==> src/rtl/multdiv_controller_pkg.sv <==
// Shared constants and state encoding for the mult/div sequencer.
package multdiv_controller_pkg;

  localparam logic [4:0]  ALUOP_MULT  = 5'b00110;
  localparam logic [4:0]  ALUOP_DIV   = 5'b00111;
  localparam logic [4:0]  REG_RSTATUS = 5'd30;
  localparam logic [31:0] MULT_EXC    = 32'd4;
  localparam logic [31:0] DIV_EXC     = 32'd5;

  typedef enum logic [1:0] {
    ST_IDLE = 2'd0,
    ST_WAIT = 2'd1,
    ST_DONE = 2'd2
  } md_state_e;

endpackage

==> src/rtl/multdiv_controller_md_timeout_counter.sv <==
// Watchdog counter for the WAIT state; hit flags the last permitted wait cycle.
module md_timeout_counter #(
  parameter int TIMEOUT = 40,
  parameter int CNT_W   = 6
) (
  input  logic             clock,
  input  logic             reset,
  input  logic             clr,
  input  logic             en,
  output logic [CNT_W-1:0] count,
  output logic             hit
);

  logic [CNT_W-1:0] count_q, count_d;

  // NOTE: default assignment first so every path writes count_d and no latch is inferred.
  always_comb begin
    count_d = count_q;
    if (clr)     count_d = '0;
    else if (en) count_d = count_q + 1'b1;
  end

  // NOTE: non-blocking assignments keep all flops updating from pre-edge values.
  always_ff @(posedge clock or posedge reset) begin
    if (reset) count_q <= '0;
    else       count_q <= count_d;
  end

  assign count = count_q;
  assign hit   = (count_q == CNT_W'(TIMEOUT - 1));

endmodule

==> src/rtl/multdiv_controller.sv <==
// Sequences one multi-cycle mult/div: start pulse, pipeline stall, then a single writeback cycle.
import multdiv_controller_pkg::*;

module multdiv_controller #(
  parameter int TIMEOUT = 40,
  parameter int CNT_W   = 6
) (
  input  logic        clock,
  input  logic        reset,
  input  logic        is_Rtype,
  input  logic [4:0]  aluOp,
  input  logic [4:0]  rd,
  input  logic        data_resultRDY,
  input  logic        data_exception,
  input  logic [31:0] data_result,
  output logic        ctrl_MULT,
  output logic        ctrl_DIV,
  output logic        stall,
  output logic        md_wb_sel,
  output logic        md_wb_en,
  output logic [4:0]  md_wb_rd,
  output logic [31:0] md_wb_data,
  output logic        busy
);

  md_state_e   state_q, state_d;
  logic        op_is_div_q, op_is_div_d;
  logic [4:0]  rd_q, rd_d;
  logic [31:0] result_q, result_d;
  logic        exc_q, exc_d;

  logic             detect, is_mult, is_div;
  logic             cnt_clr, cnt_en, cnt_hit;
  logic [CNT_W-1:0] dbg_count_unused;

  assign is_mult = (aluOp == ALUOP_MULT);
  assign is_div  = (aluOp == ALUOP_DIV);
  // Gated by reset so the combinational start/stall outputs are quiet while reset is held.
  assign detect  = ~reset & is_Rtype & (is_mult | is_div);

  md_timeout_counter #(.TIMEOUT(TIMEOUT), .CNT_W(CNT_W)) u_timeout (
    .clock (clock),
    .reset (reset),
    .clr   (cnt_clr),
    .en    (cnt_en),
    .count (dbg_count_unused),
    .hit   (cnt_hit)
  );

  always_comb begin
    state_d     = state_q;
    op_is_div_d = op_is_div_q;
    rd_d        = rd_q;
    result_d    = result_q;
    exc_d       = exc_q;
    cnt_clr     = 1'b0;
    cnt_en      = 1'b0;
    ctrl_MULT   = 1'b0;
    ctrl_DIV    = 1'b0;
    stall       = 1'b0;
    md_wb_sel   = 1'b0;
    md_wb_en    = 1'b0;
    md_wb_rd    = '0;
    md_wb_data  = '0;

    unique case (state_q)
      ST_IDLE: begin
        if (detect) begin
          ctrl_MULT   = is_mult;
          ctrl_DIV    = is_div;
          stall       = 1'b1;
          op_is_div_d = is_div;
          rd_d        = rd;
          cnt_clr     = 1'b1;
          state_d     = ST_WAIT;
        end
      end
      ST_WAIT: begin
        stall  = 1'b1;
        cnt_en = 1'b1;
        // A result arriving on the watchdog cycle still completes normally.
        if (data_resultRDY) begin
          result_d = data_result;
          exc_d    = data_exception;
          state_d  = ST_DONE;
        end else if (cnt_hit) begin
          result_d = '0;
          exc_d    = 1'b1;
          state_d  = ST_DONE;
        end
      end
      ST_DONE: begin
        md_wb_sel = 1'b1;
        if (exc_q) begin
          md_wb_en   = 1'b1;
          md_wb_rd   = REG_RSTATUS;
          md_wb_data = op_is_div_q ? DIV_EXC : MULT_EXC;
        end else begin
          md_wb_en   = (rd_q != 5'd0);
          md_wb_rd   = rd_q;
          md_wb_data = result_q;
        end
        state_d = ST_IDLE;
      end
      default: state_d = ST_IDLE;
    endcase
  end

  always_ff @(posedge clock or posedge reset) begin
    if (reset) begin
      state_q     <= ST_IDLE;
      op_is_div_q <= 1'b0;
      rd_q        <= '0;
      result_q    <= '0;
      exc_q       <= 1'b0;
    end else begin
      state_q     <= state_d;
      op_is_div_q <= op_is_div_d;
      rd_q        <= rd_d;
      result_q    <= result_d;
      exc_q       <= exc_d;
    end
  end

  assign busy = (state_q != ST_IDLE);

endmodule

==> config.mk <==
export PLATFORM = sky130hd
export DESIGN_NAME = multdiv_controller
export DESIGN_NICKNAME = d
export VERILOG_FILES = /design/src/rtl/multdiv_controller_pkg.sv /design/src/rtl/multdiv_controller_md_timeout_counter.sv /design/src/rtl/multdiv_controller.sv
export SDC_FILE = /design/constraint.sdc
export NUM_CORES = 1
export LEC_CHECK = 0
export ABC_AREA = 1
export BUFFER_PORTS_ARGS = -buffer_cell sky130_fd_sc_hd__clkbuf_2
export CORE_ASPECT_RATIO = 1.2
export CORE_MARGIN = 8
export CORE_UTILIZATION = 49
export DETAILED_ROUTE_END_ITERATION = 10
export PLACE_DENSITY = 0.77
export RECOVER_POWER = 25
export SYNTH_ARGS = -nofsm -noshare
export SYNTH_HDL_FRONTEND = slang
export SYNTH_SLANG_ARGS = --single-unit
==> constraint.sdc <==
create_clock -name clock -period 2.69 [get_ports clock]
set_input_delay 0.4035 -clock clock [delete_from_list [all_inputs] [get_ports clock]]
set_output_delay 0.4035 -clock clock [all_outputs]
set_load 0.005 [all_outputs]
**Word level (Yosys, flattened, before mapping)**

Index checks and enable logic that the tools add are counted.

- Register bits after elaboration: 47
- Input bits: 47
- Logic and storage cells: 52
- Output and inout port bits: 43

- Equality and inequality tests: 7
- Reductions and logical operators: 8
- Mux-type cells: 26
- Add/subtract/negate cells: 1
- Bitwise gates (word level): 4

Operators with widths:

| kind | number |
|---|---|
| $mux 32 | 4 |
| $mux 1 | 13 |
| $mux 6 | 2 |
| $eq 5x3->1 const B | 2 |
| $mux 5 | 2 |
| $add 6x1->6 const B | 1 |
| $eq 6x6->1 const B | 1 |
| $mux 2 | 3 |
| $reduce_and 2->1 | 3 |
| $reduce_bool 2->1 | 3 |
| $reduce_bool 5->1 | 1 |
| $pmux 2 s2 | 1 |
| $ne 3x3->1 const B | 1 |
| $and 1x1->1 | 2 |
| $eq 2x1->1 const B | 1 |
| $eq 2x2->1 const B | 1 |
| $logic_not 2->1 | 1 |
| $ne 2x2->1 const B | 1 |
| $pmux 1 s2 | 1 |
| $not 1->1 | 1 |
| $or 1x1->1 | 1 |

**Depth between registers and ports, before layout**

Gate-level depths: netlist of the first run.

- Depth in word-level cells: 6
- Mapped depth: 9
- Mapped depth without buffers: 8

**Cells and area by module**

A second synthesis of the first run with hierarchy kept.

- Cell total of the unflattened synthesis: 306
- Area total of the unflattened synthesis: 2342.2 um^2

Modules (own cells, without submodules):

| module | instances | area an instance (um^2) | cells an instance |
|---|---|---|---|
| multdiv_controller | 1 | 2020.7 | 268 |
| md_timeout_counter | 1 | 321.6 | 38 |

**Worst setup path after synthesis of the first run**

Ideal clock, no wire load.

- Path kind: input -> output
- Start point: input port reset
- End point: output port ctrl_DIV
- Stages on the path: 6
- Arrival time: 2.187 ns
- Slack: 0.100 ns
- Data required time: 2.287 ns
- Path buffers: 1
- Cells stage by stage: inv_1 > nand2_1 > nor2_4 > nand2_4 > buf_6 > nor2_1

- Longest elaborated chain between the ends: 5

RTL lines:

| item | line | text |
|---|---|---|
| start: declaration | multdiv_controller.sv:9 | `input logic reset,` |
| $not 1->1 | multdiv_controller.sv:39 | `assign detect = ~reset & is_Rtype & (is_mult \| is_div);` |
| $and 1x1->1 (2 in series) | multdiv_controller.sv:39 |  |
| $mux 1 | multdiv_controller.sv:68 | `if (detect) begin` |
| $mux 1 | multdiv_controller.sv:66 | `unique case (state_q)` |
| end: declaration | multdiv_controller.sv:17 | `output logic ctrl_DIV,` |

Every way passes these cells.

**Worst setup path after layout of the first run**

- Start point: register exc_q
- End point: output port md_wb_data[28]

- Longest elaborated chain between the ends: 2

RTL lines:

| item | line | text |
|---|---|---|
| start: declaration | multdiv_controller.sv:30 | `logic exc_q, exc_d;` |
| start signal: assignment | multdiv_controller.sv:115 | `exc_q <= 1'b0;` |
| start signal: assignment | multdiv_controller.sv:121 | `exc_q <= exc_d;` |
| $mux 32 | multdiv_controller.sv:94 | `if (exc_q) begin` |
| $mux 32 | multdiv_controller.sv:66 |  |
| end: declaration | multdiv_controller.sv:22 | `output logic [31:0] md_wb_data,` |

Every way passes these cells.

==> results of run 1 <==
metrics by stage:
step / cell area, um2 / power, uW / setup slack, ns / instances
finish: 2868 / 1842 / 0.6484 / 458
global route: 2868 / 1979 / 0.4909 / 458
CTS: 2870 / 1857 / 0.6550 / 458
detailed placement: 2770 / 1403 / 0.9857 / 450
global placement: 2770 / 1384 / 0.9818 / 450
floorplan: 2362 / 1292 / 0.09982 / 316
cell families after synthesis:
kind of cell	count (synthesis)	synth area share, %
and+or+nand+nor	221	38.77
DFF	47	49.79
buffers and inverters	34	8.157
AOI/OAI and AO/OA	13	2.754
adders and majority gates	1	0.5296
cell usage in the layout, fill, tap and decap left out, types with 2 or more instances in the layout:
master / netlist / layout
a21oi_1: 5 / 5
nand2_2: 5 / 5
nand3_1: 14 / 14
inv_2: 5 / 5
o21ai_0: 8 / 8
nand2_4: 2 / 2
nor2_1: 43 / 43
clkbuf_8: 0 / 7
nand2_1: 151 / 151
clkbuf_2: 0 / 90
nor2_4: 2 / 2
inv_1: 15 / 15
dfrtp_1: 47 / 47
synth_stat cells:
cell type	count
nand3_1	14
nor2_1	43
a21oi_1	5
buf_2	4
nor2_8	1
ha_1	1
nand3_2	1
nand2_2	5
dfrtp_1	47
inv_2	5
nand2_1	151
nor3_1	1
inv_1	15
buf_6	8
nand2_4	2
clkbuf_1	2
nor2_4	2
or2_2	1
o21ai_0	8
flip-flops by register name, indices dropped and copies added (netlist names):
signal	cells
result_q	32
u_timeout.count	6
rd_q	5
state_q	2
exc_q	1
op_is_div_q	1
worst register-to-register path: stages, from the launching register on:
cell and delay (ns):
dfrtp_1 0.42, ha_1 0.22, nand2_1 0.08, inv_2 0.05, nand3_2 0.07, nand2_2 0.07, nand2_4 0.30, nand2_1 0.12
nand2_1 0.07
power groups by stage:
stage | clock network (uW) | registers, uW | logic [uW]
2_1_floorplan | 0 | 986 | 306
3_3_place_gp | 0 | 1000 | 379
3_5_place_dp | 0 | 1010 | 393
4_1_cts | 466 | 998 | 393
5_1_grt | 494 | 1030 | 458
6_report | 455 | 1000 | 387
metal layers:
| metal | vias up | track usage (%) | part of all wire, % |
|---|---|---|---|
| met5 | - | 0 | 0 |
| met4 | 0 | 6.192 | 2.4 |
| met3 | 12 | 5.469 | 8.8 |
| met2 | 86 | 26.42 | 48 |
| met1 | 976 | 17.74 | 41 |
| li1 | 1117 | - | - |
final timing paths:
| kind | depth (start not counted) | to | from |
|---|---|---|---|
| min in group asynchronous | 3 | u_timeout.count[3] | reset |
| max reg2reg | 8 | result_q[13] | u_timeout.count[0] |
| min | 3 | result_q[26] | data_result[26] |
| max | 4 | md_wb_data[28] | exc_q |
| min reg2reg | 2 | result_q[9] | result_q[9] |
| max in group asynchronous | 3 | result_q[12] | reset |
final cells by class:
| cell class | count | area share (%) |
|---|---|---|
| sequential | 47 | 41.01 |
| multi-input combinational | 235 | 34.64 |
| timing repair buffer | 90 | 15.71 |
| clock buffer | 8 | 3.490 |
| inverter | 20 | 2.618 |
| tap | 58 | 2.531 |
==> results by group, run 1 <==
Status
  – Status: finished, final reports clean

Place
  – HPWL Detailed: 4025 um
  – Buffers added on ports: 89
  – Routability cong.: 0.8009

STA
  – Final setup vio count: 0
  – Tmin final: 2.042 ns
  – Slew Viols, Final: 0
  – Hold Slack: 0.3051 ns
  – Rel. slew slack: 24.75%
  – Final worst path period share: 75.90%
  – Clk_skew: 0.005268 ns
  – Fin Setup TNS: 0 ns
  – Worst-margin pin slew: 1.129 ns
  – Hold Violations, Final: 0
  – Max Clock Freq: 0.4898 GHz
  – RSZ-0062 raised after global routing: false

Yosys
  – Register area share after synthesis: 49.79%
  – Synthesized flop and latch total: 47
  – Mean Syn Cell Area: 7.476 um2
  – Cells after synthesis: 316
  – Post-Syn Area: 2362 um2
  – Post-synthesis cell type count: 19
  – Number of synthesis warnings: 0
  – Most area-hungry cell type in the Yosys netlist: dfrtp_1
  – Top cell type's share of synthesized area: 49.79%
  – Syn nets: 364
  – Top cells by area, synth: dfrtp_1 50%, nand2_1 24%, nor2_1 6.8%

Pwr
  – Sequential share of power: 54.3%
  – P_leak: 0.001713 uW
  – Clock Power Share: 24.7%
  – Sw frac: 30.85%
  – Logic pwr share: 21.0%
  – Int Pwr: 1274 uW
  – Peak VDD IR: 0.4125 mV
  – Power Dens Cells: 642.3 nW/um2
  – Switching Power: 568.2 uW

Cells and area
  – Synthesis-to-layout area growth: 21.40%
  – Register Area: 1176 um2
  – Final nets: 447
  – Multi-input gate area in the final layout: 993.5 um2
  – Final Util: 61.96%
  – Share of layout cells above drive strength 1: 28.50%
  – Fillers: 452
  – Ant. Diodes: 0

Worst setup path
  – Worst setup EP type: output pin
  – Crit start category: register
  – Kind of cell adding the most delay to the critical path: buffers and inverters
  – Req. time, crit path: 2.29 ns
  – CP Max Fanout: 34
  – Slowest stage cell on the critical path: inv_2
  – Worst Path Arrival: 1.64 ns
  – CP bufs+invs: 2
  – Max stage delay on crit path: 0.47 ns
  – Critical path, cell by cell: inv_2 -> nand2_1 -> nor2_1 -> clkbuf_2
  – Reg-to-reg slack, setup: 1.24 ns
  – WS Path Type: register to output pin

Clocking
  – Clock tree root buffer cell: clkbuf_8
  – Htree depth: 2
  – CTS Hold Bufs: 0
  – CTS tree: yes
  – Total CTS buffers: 5
  – Clk_lat worst skew: 0.29 ns
  – Sink Count: 47
  – Setup bufs post-CTS: 0
  – Post-cts resize count: 0
  – Clk slew on worst S/H paths: 0.08 ns
  – Clock buffer depth: 2

Die
  – DIE HEIGHT: 92.06 um
  – Initial Util: 51.04%
  – Rows: 27
  – I/O pins: 90
  – Width of the die: 79.39 um
  – Area of the die: 7308 um2
  – Core region area: 4628 um2

Route
  – Vias per inst: 4.784
  – Final ANT Viol Nets: 0
  – First DRT Iteration DRCs: 79
  – Wire per inst: 12.21 um
  – Final WL: 5590 um
  – Via Count: 2191
  – Post-route DRC: 0
  – Pre-antenna DRT Iters: 4

Global route
  – Overflow after GRT: 0
  – Vias in the first global route: 2132
  – Initial antenna violation count: 0
  – GRT Total Usage: 15.75%
  – Pin count of the biggest net entering global routing: 48
  – Global-route wire length before repair: 9397 um

Hold path
  – Hold crit path type: primary input to register

Run
  – Maxcap violations: 0
No activity file was read; power rests on OpenSTA's default activity.
==> inputs of run 2 (changes only) <==
==> constraint.sdc (replaced) <==
create_clock -name clock -period 1.9 [get_ports clock]
set_input_delay 0.285 -clock clock [delete_from_list [all_inputs] [get_ports clock]]
set_output_delay 0.285 -clock clock [all_outputs]
set_load 0.005 [all_outputs]
==> run 2 against run 1 <==
  * Cell count increased by 0.22%
  * First-iteration DRC count rose by 33%
  * Register-to-register slack worse by 0.84 ns
  * Clock power increased by 42%
  * Non-clock buffer count up 1
  * Setup slack lost 0.54 ns
  * Sequential share of layout area shrank 0.39 points
  * Critical path depth is 1 higher
  * Die area did not move
  * Clock skew shrank 0.00053 ns
  * Sequential power increased by 42%
  * Critical path type unchanged
  * Critical endpoint is now md_wb_data[30]
==> results by group, run 2 (synthesis results as in run 1) <==
Route
  – Post-route DRC: 0 (unchanged)
  – Wire per inst: 12.69 um (+3.9%)
  – Pre-antenna DRT Iters: 4 (unchanged)
  – Via Count: 2190 (-0.046%)
  – Vias per inst: 4.771 (-0.26%)
  – Final ANT Viol Nets: 0 (unchanged)
  – First DRT Iteration DRCs: 105 (+33%)
  – Final WL: 5823 um (+4.2%)

Global route
  – GRT Total Usage: 16.34% (+0.59 points)
  – Overflow after GRT: 0 (unchanged)
  – Vias in the first global route: 2232 (+4.7%)
  – Initial antenna violation count: 0 (unchanged)
  – Pin count of the biggest net entering global routing: 48 (unchanged)
  – Global-route wire length before repair: 9894 um (+5.3%)

STA
  – Final worst path period share: 94.11%
  – Worst-margin pin slew: 1.152 ns (+0.02318 ns)
  – Rel. slew slack: 23.20% (-1.5 points)
  – Final WS setup: 0.1120 ns (-0.5364 ns)
  – Clk_skew: 0.004735 ns (-0.0005339 ns)
  – Final setup vio count: 0 (unchanged)
  – Slew Viols, Final: 0 (unchanged)
  – Hold Violations, Final: 0 (unchanged)
  – Max Clock Freq: 0.5593 GHz
  – Tmin final: 1.788 ns
  – Hold Slack: 0.1817 ns (-0.1233 ns)

Worst setup path
  – CP Max Fanout: 20 (-41%)
  – Crit start category: register
  – Worst Path Arrival: 1.50 ns (-0.14 ns)
  – Worst setup EP type: output pin
  – Req. time, crit path: 1.62 ns (-0.67 ns)
  – WS Path Type: register to output pin

Clocking
  – Htree depth: 2 (unchanged)
  – Setup bufs post-CTS: 0 (unchanged)
  – Clock buffer depth: 2 (unchanged)
  – Clock tree root buffer cell: clkbuf_8
  – Sink Count: 47 (unchanged)
  – Clk_lat worst skew: 0.29 ns (about the same)
  – Clk slew on worst S/H paths: 0.08 ns (about the same)
  – CTS tree: yes
  – Total CTS buffers: 5 (unchanged)

Die
  – Rows: 27 (unchanged)
  – Area of the die: 7308 um2 (unchanged)
  – Width of the die: 79.39 um (unchanged)
  – DIE HEIGHT: 92.06 um (unchanged)
  – I/O pins: 90 (unchanged)
  – Initial Util: 51.04% (unchanged)
  – Core region area: 4628 um2 (unchanged)

Status
  – Status: finished, final reports clean

Cells and area
  – Final nets: 448 (+0.22%)
  – Most frequent cells in the layout: 151 x nand2_1, 90 x clkbuf_2, 47 x dfrtp_1
  – Share of layout cells above drive strength 1: 29.18% (+0.68 points)
  – Fillers: 422 (-6.6%)
  – Ant. Diodes: 0 (unchanged)
  – Largest register FFs: 32 (unchanged)
  – Final Util: 62.56% (+0.59 points)
  – Top reg by flops: result_q
  – Synthesis-to-layout area growth: 22.56%
  – Post-route cell area: 2895 um2 (+0.96%)
  – Most common cell after layout, fill and taps aside: nand2_1
  – Final cell count without fillers: 459 (+0.22%)

Place
  – Post-place setup slack: 0.3228 ns (-0.6628 ns)
  – Post-DP Area: 2794 um2 (+0.86%)
  – Buffers added on ports: 89 (unchanged)
  – Placed Instances: 451 (+0.22%)
  – HPWL Detailed: 4263 um (+5.9%)
  – Routability cong.: 0.7976 (-0.41%)

Hold path
  – Hold crit path type: primary input to register

Pwr
  – P_leak: 0.001718 uW (+0.28%)
  – Peak VDD IR: 0.7031 mV (+70%)
  – Power Dens Cells: 917.3 nW/um2 (+43%)

Run
  – Maxcap violations: 0 (unchanged)
-- run 2: critical path, cell delays in order, from the launching register on --
cell	delay [ns]
dfrtp_1	0.46
clkinv_2	0.27
buf_12	0.24
nand2_1	0.06
nor2_1	0.05
clkbuf_2	0.13
-- run 2: final timing paths --
path                               startpoint                 end  slack (ns)  depth (start not counted)
setup / recovery                        exc_q      md_wb_data[30]        0.11                          5
hold / removal                data_result[22]        result_q[22]        0.18                          3
setup reg to reg           u_timeout.count[0]        result_q[30]        0.40                          8
hold reg to reg                  result_q[26]        result_q[26]        0.48                          2
max in group asynchronous               reset             rd_q[0]        0.75                          3
min in group asynchronous               reset  u_timeout.count[5]        0.43                          3
-- run 2: area by class of cell --
type / instances / area [um2] / share of cell area, %
Tap cell: 58 / 72.57 / 2.506
Clock buffer: 8 / 100.1 / 3.457
Multi-Input combinational cell: 235 / 996.0 / 34.40
Inverter: 20 / 80.08 / 2.766
Timing Repair Buffer: 91 / 470.5 / 16.25
Sequential cell: 47 / 1176 / 40.62
-- run 2: power by group --
group | leakage, uW | internal [uW] | switching (uW)
clock network | 0.0000515 | 332 | 315
logic | 0.00107 | 236 | 351
registers | 0.000597 | 1260 | 164
-- run 2: through the flow --
step                power, uW  setup TNS (ns)
CTS                      2684               0
detailed placement       2033               0
finish                   2656               0
global route             2860        -0.02907
floorplan                1829               0
global placement         1998               0
-- run 2: metal layers --
layer	up-vias	track usage, %	routed length, um
met5	-	0	0
met4	0	4.799	50
met3	5	6.055	454
met2	69	27.18	2825
met1	998	19.00	2492
li1	1118	-	-
-- run 2: repair_timing --
item / in CTS / in global routing
resized for setup: 1 / 2
hold buffers: 0 / 0
endpoints found under the setup margin: 1 / 34
pin swaps: 0 / 0
==> inputs of run 3 (changes only) <==
--- a/config.mk
+++ b/config.mk
@@ -8,7 +8,7 @@
 export ABC_AREA = 1
 export BUFFER_PORTS_ARGS = -buffer_cell sky130_fd_sc_hd__clkbuf_2
 export CORE_ASPECT_RATIO = 1.2
-export CORE_MARGIN = 8
+export CORE_MARGIN = 2
 export CORE_UTILIZATION = 49
 export DETAILED_ROUTE_END_ITERATION = 10
 export PLACE_DENSITY = 0.77
==> constraint.sdc (replaced) <==
create_clock -name clock -period 1.75 [get_ports clock]
set_input_delay 0.2625 -clock clock [delete_from_list [all_inputs] [get_ports clock]]
set_output_delay 0.2625 -clock clock [all_outputs]
set_load 0.005 [all_outputs]
==> run 3 against run 2 <==
  * Via count fell by 0.32%
  * Critical endpoint is now stall
  * Largest cell class unchanged
  * First-iteration DRC count fell by 9.5%
  * Combinational power rose by 7.2%
==> results by group, run 3 (synthesis results as in run 1) <==
Global route
  – Vias in the first global route: 1960 (-12%)
  – Initial antenna violation count: 0 (unchanged)
  – GRT Total Usage: 20.62% (+4.3 points)
  – Global-route wire length before repair: 8549 um (-14%)
  – Overflow after GRT: 0 (unchanged)
  – Pin count of the biggest net entering global routing: 48 (unchanged)

STA
  – Final WS setup: 0.08387 ns (-0.02809 ns)
  – Worst-margin pin slew: 1.121 ns (-0.03119 ns)
  – Fin Setup TNS: 0 ns (unchanged)
  – Clk_skew: 0.01181 ns (+0.007074 ns)
  – RSZ-0062 raised after global routing: false
  – Final setup vio count: 0 (unchanged)
  – Slew Viols, Final: 0 (unchanged)
  – Max Clock Freq: 0.6002 GHz
  – Hold Violations, Final: 0 (unchanged)
  – Rel. slew slack: 25.28% (+2.1 points)
  – Tmin final: 1.666 ns
  – Final worst path period share: 95.21%

Worst setup path
  – WS Path Type: register to output pin
  – Worst Path Arrival: 1.40 ns (-0.10 ns)
  – Worst setup EP type: output pin
  – Req. time, crit path: 1.49 ns (-0.13 ns)
  – Max stage delay on crit path: 0.45 ns (about the same)
  – Slowest stage cell on the critical path: dfrtp_2
  – Crit start category: register
  – CP Max Fanout: 7 (-65%)
  – Critical path, cell by cell: inv_2 -> nand2_2 -> nor2_4 -> nand2_4 -> nand2_1 -> clkbuf_2

Die
  – Initial Util: 51.04% (unchanged)
  – I/O pins: 90 (unchanged)
  – Area of the die: 5395 um2 (-26%)
  – Width of the die: 67.39 um (-15%)
  – Rows: 27 (unchanged)
  – DIE HEIGHT: 80.06 um (-13%)
  – Core region area: 4628 um2 (unchanged)

Clocking
  – Sink Count: 47 (unchanged)
  – Clk_lat worst skew: 0.29 ns (about the same)
  – Clk slew on worst S/H paths: 0.09 ns (about the same)
  – Htree depth: 2 (unchanged)
  – CTS tree: yes
  – Clock tree root buffer cell: clkbuf_8
  – Clock buffer depth: 2 (unchanged)
  – Total CTS buffers: 5 (unchanged)
  – CTS Hold Bufs: 0 (unchanged)

Place
  – Post-DP Area: 2791 um2 (about the same)
  – Routability cong.: 0.7651 (-4.1%)
  – Buffers added on ports: 89 (unchanged)
  – HPWL Detailed: 3688 um (-13%)
  – Post-place setup slack: 0.1889 ns (-0.1339 ns)

Cells and area
  – Largest register FFs: 32 (unchanged)
  – Final nets: 455 (+1.6%)
  – Synthesis-to-layout area growth: 24.63%
  – Ant. Diodes: 0 (unchanged)
  – Final Util: 63.61% (+1.1 points)
  – Most common cell after layout, fill and taps aside: nand2_1
  – Fillers: 429 (+1.7%)
  – Post-route cell area: 2944 um2 (+1.7%)
  – Top reg by flops: result_q
  – Share of layout cells above drive strength 1: 30.88% (+1.7 points)
  – Most frequent cells in the layout: 150 x nand2_1, 89 x clkbuf_2, 45 x dfrtp_1

Pwr
  – Peak VDD IR: 0.5648 mV (-20%)
  – Power Dens Cells: 975.3 nW/um2 (+6.3%)
  – Tot Pwr: 2871 uW (+8.1%)
  – P_leak: 0.001738 uW (+1.2%)

Route
  – Final WL: 5337 um (-8.3%)
  – Via Count: 2183 (-0.32%)
  – Post-route DRC: 0 (unchanged)
  – Pre-antenna DRT Iters: 4 (unchanged)
  – Vias per inst: 4.685 (-1.8%)
  – Final ANT Viol Nets: 0 (unchanged)
  – First DRT Iteration DRCs: 95 (-9.5%)
  – Wire per inst: 11.45 um (-9.7%)

Run
  – Maxcap violations: 0 (unchanged)

Hold path
  – Hold crit path type: primary input to register

Status
  – Status: finished, final reports clean
## run 3: cell count changes in the layout (fill, tap and decap cells not counted), sizes merged
cell,delta
clkinv,-1
buf,+6
nand2,+1
inv,+1
## run 3: metal layers
| layer | GRT usage (%) | routed length (um) |
|---|---|---|
| met5 | 0 | 0 |
| met4 | 5.510 | 36 |
| met3 | 4.342 | 282 |
| met2 | 35.84 | 2666 |
| met1 | 25.67 | 2351 |
## run 3: final timing paths
path	from	to	slack, ns	depth (start not counted)
max in group asynchronous	reset	exc_q	0.56	3
min	data_result[3]	result_q[3]	0.17	3
min reg2reg	result_q[3]	result_q[3]	0.48	2
min in group asynchronous	reset	u_timeout.count[5]	0.42	3
max	state_q[0]	stall	0.08	6
max reg2reg	u_timeout.count[0]	result_q[5]	0.28	8
## run 3: repair_timing
item | in CTS | in global routing
pin swaps | 0 | 2
buffers inserted | 0 | 5
resized for setup | 2 | 4
endpoints found under the setup margin | 37 | 11
gates cloned | 0 | 1
## run 3: worst max-delay path: cells and delay by family, from the launching register on
family	cells	cell delay [ns]
flops	1	0.45
simple gates	4	0.46
buf+inv	2	0.18
## run 3: stage by stage
stage               hold slack, ns  instances
floorplan                   0.2938        316
global route                0.1620        466
finish                      0.1662        466
detailed placement          0.4584        452
CTS                         0.1585        460
global placement            0.4536        452
## run 3: cell type report
| cell class | instances | area [um2] | share of cell area, % |
|---|---|---|---|
| Inverter | 20 | 81.33 | 2.762 |
| Clock buffer | 8 | 100.1 | 3.400 |
| Multi-Input combinational cell | 236 | 1010 | 34.30 |
| Sequential cell | 47 | 1179 | 40.03 |
| Timing Repair Buffer | 97 | 501.7 | 17.04 |
| Tap cell | 58 | 72.57 | 2.465 |
## run 3: where the power goes
part / switching, uW / internal (uW) / leakage, uW
registers: 179 / 1370 / 0.000594
logic: 376 / 252 / 0.00109
clock network: 336 / 361 / 0.0000515
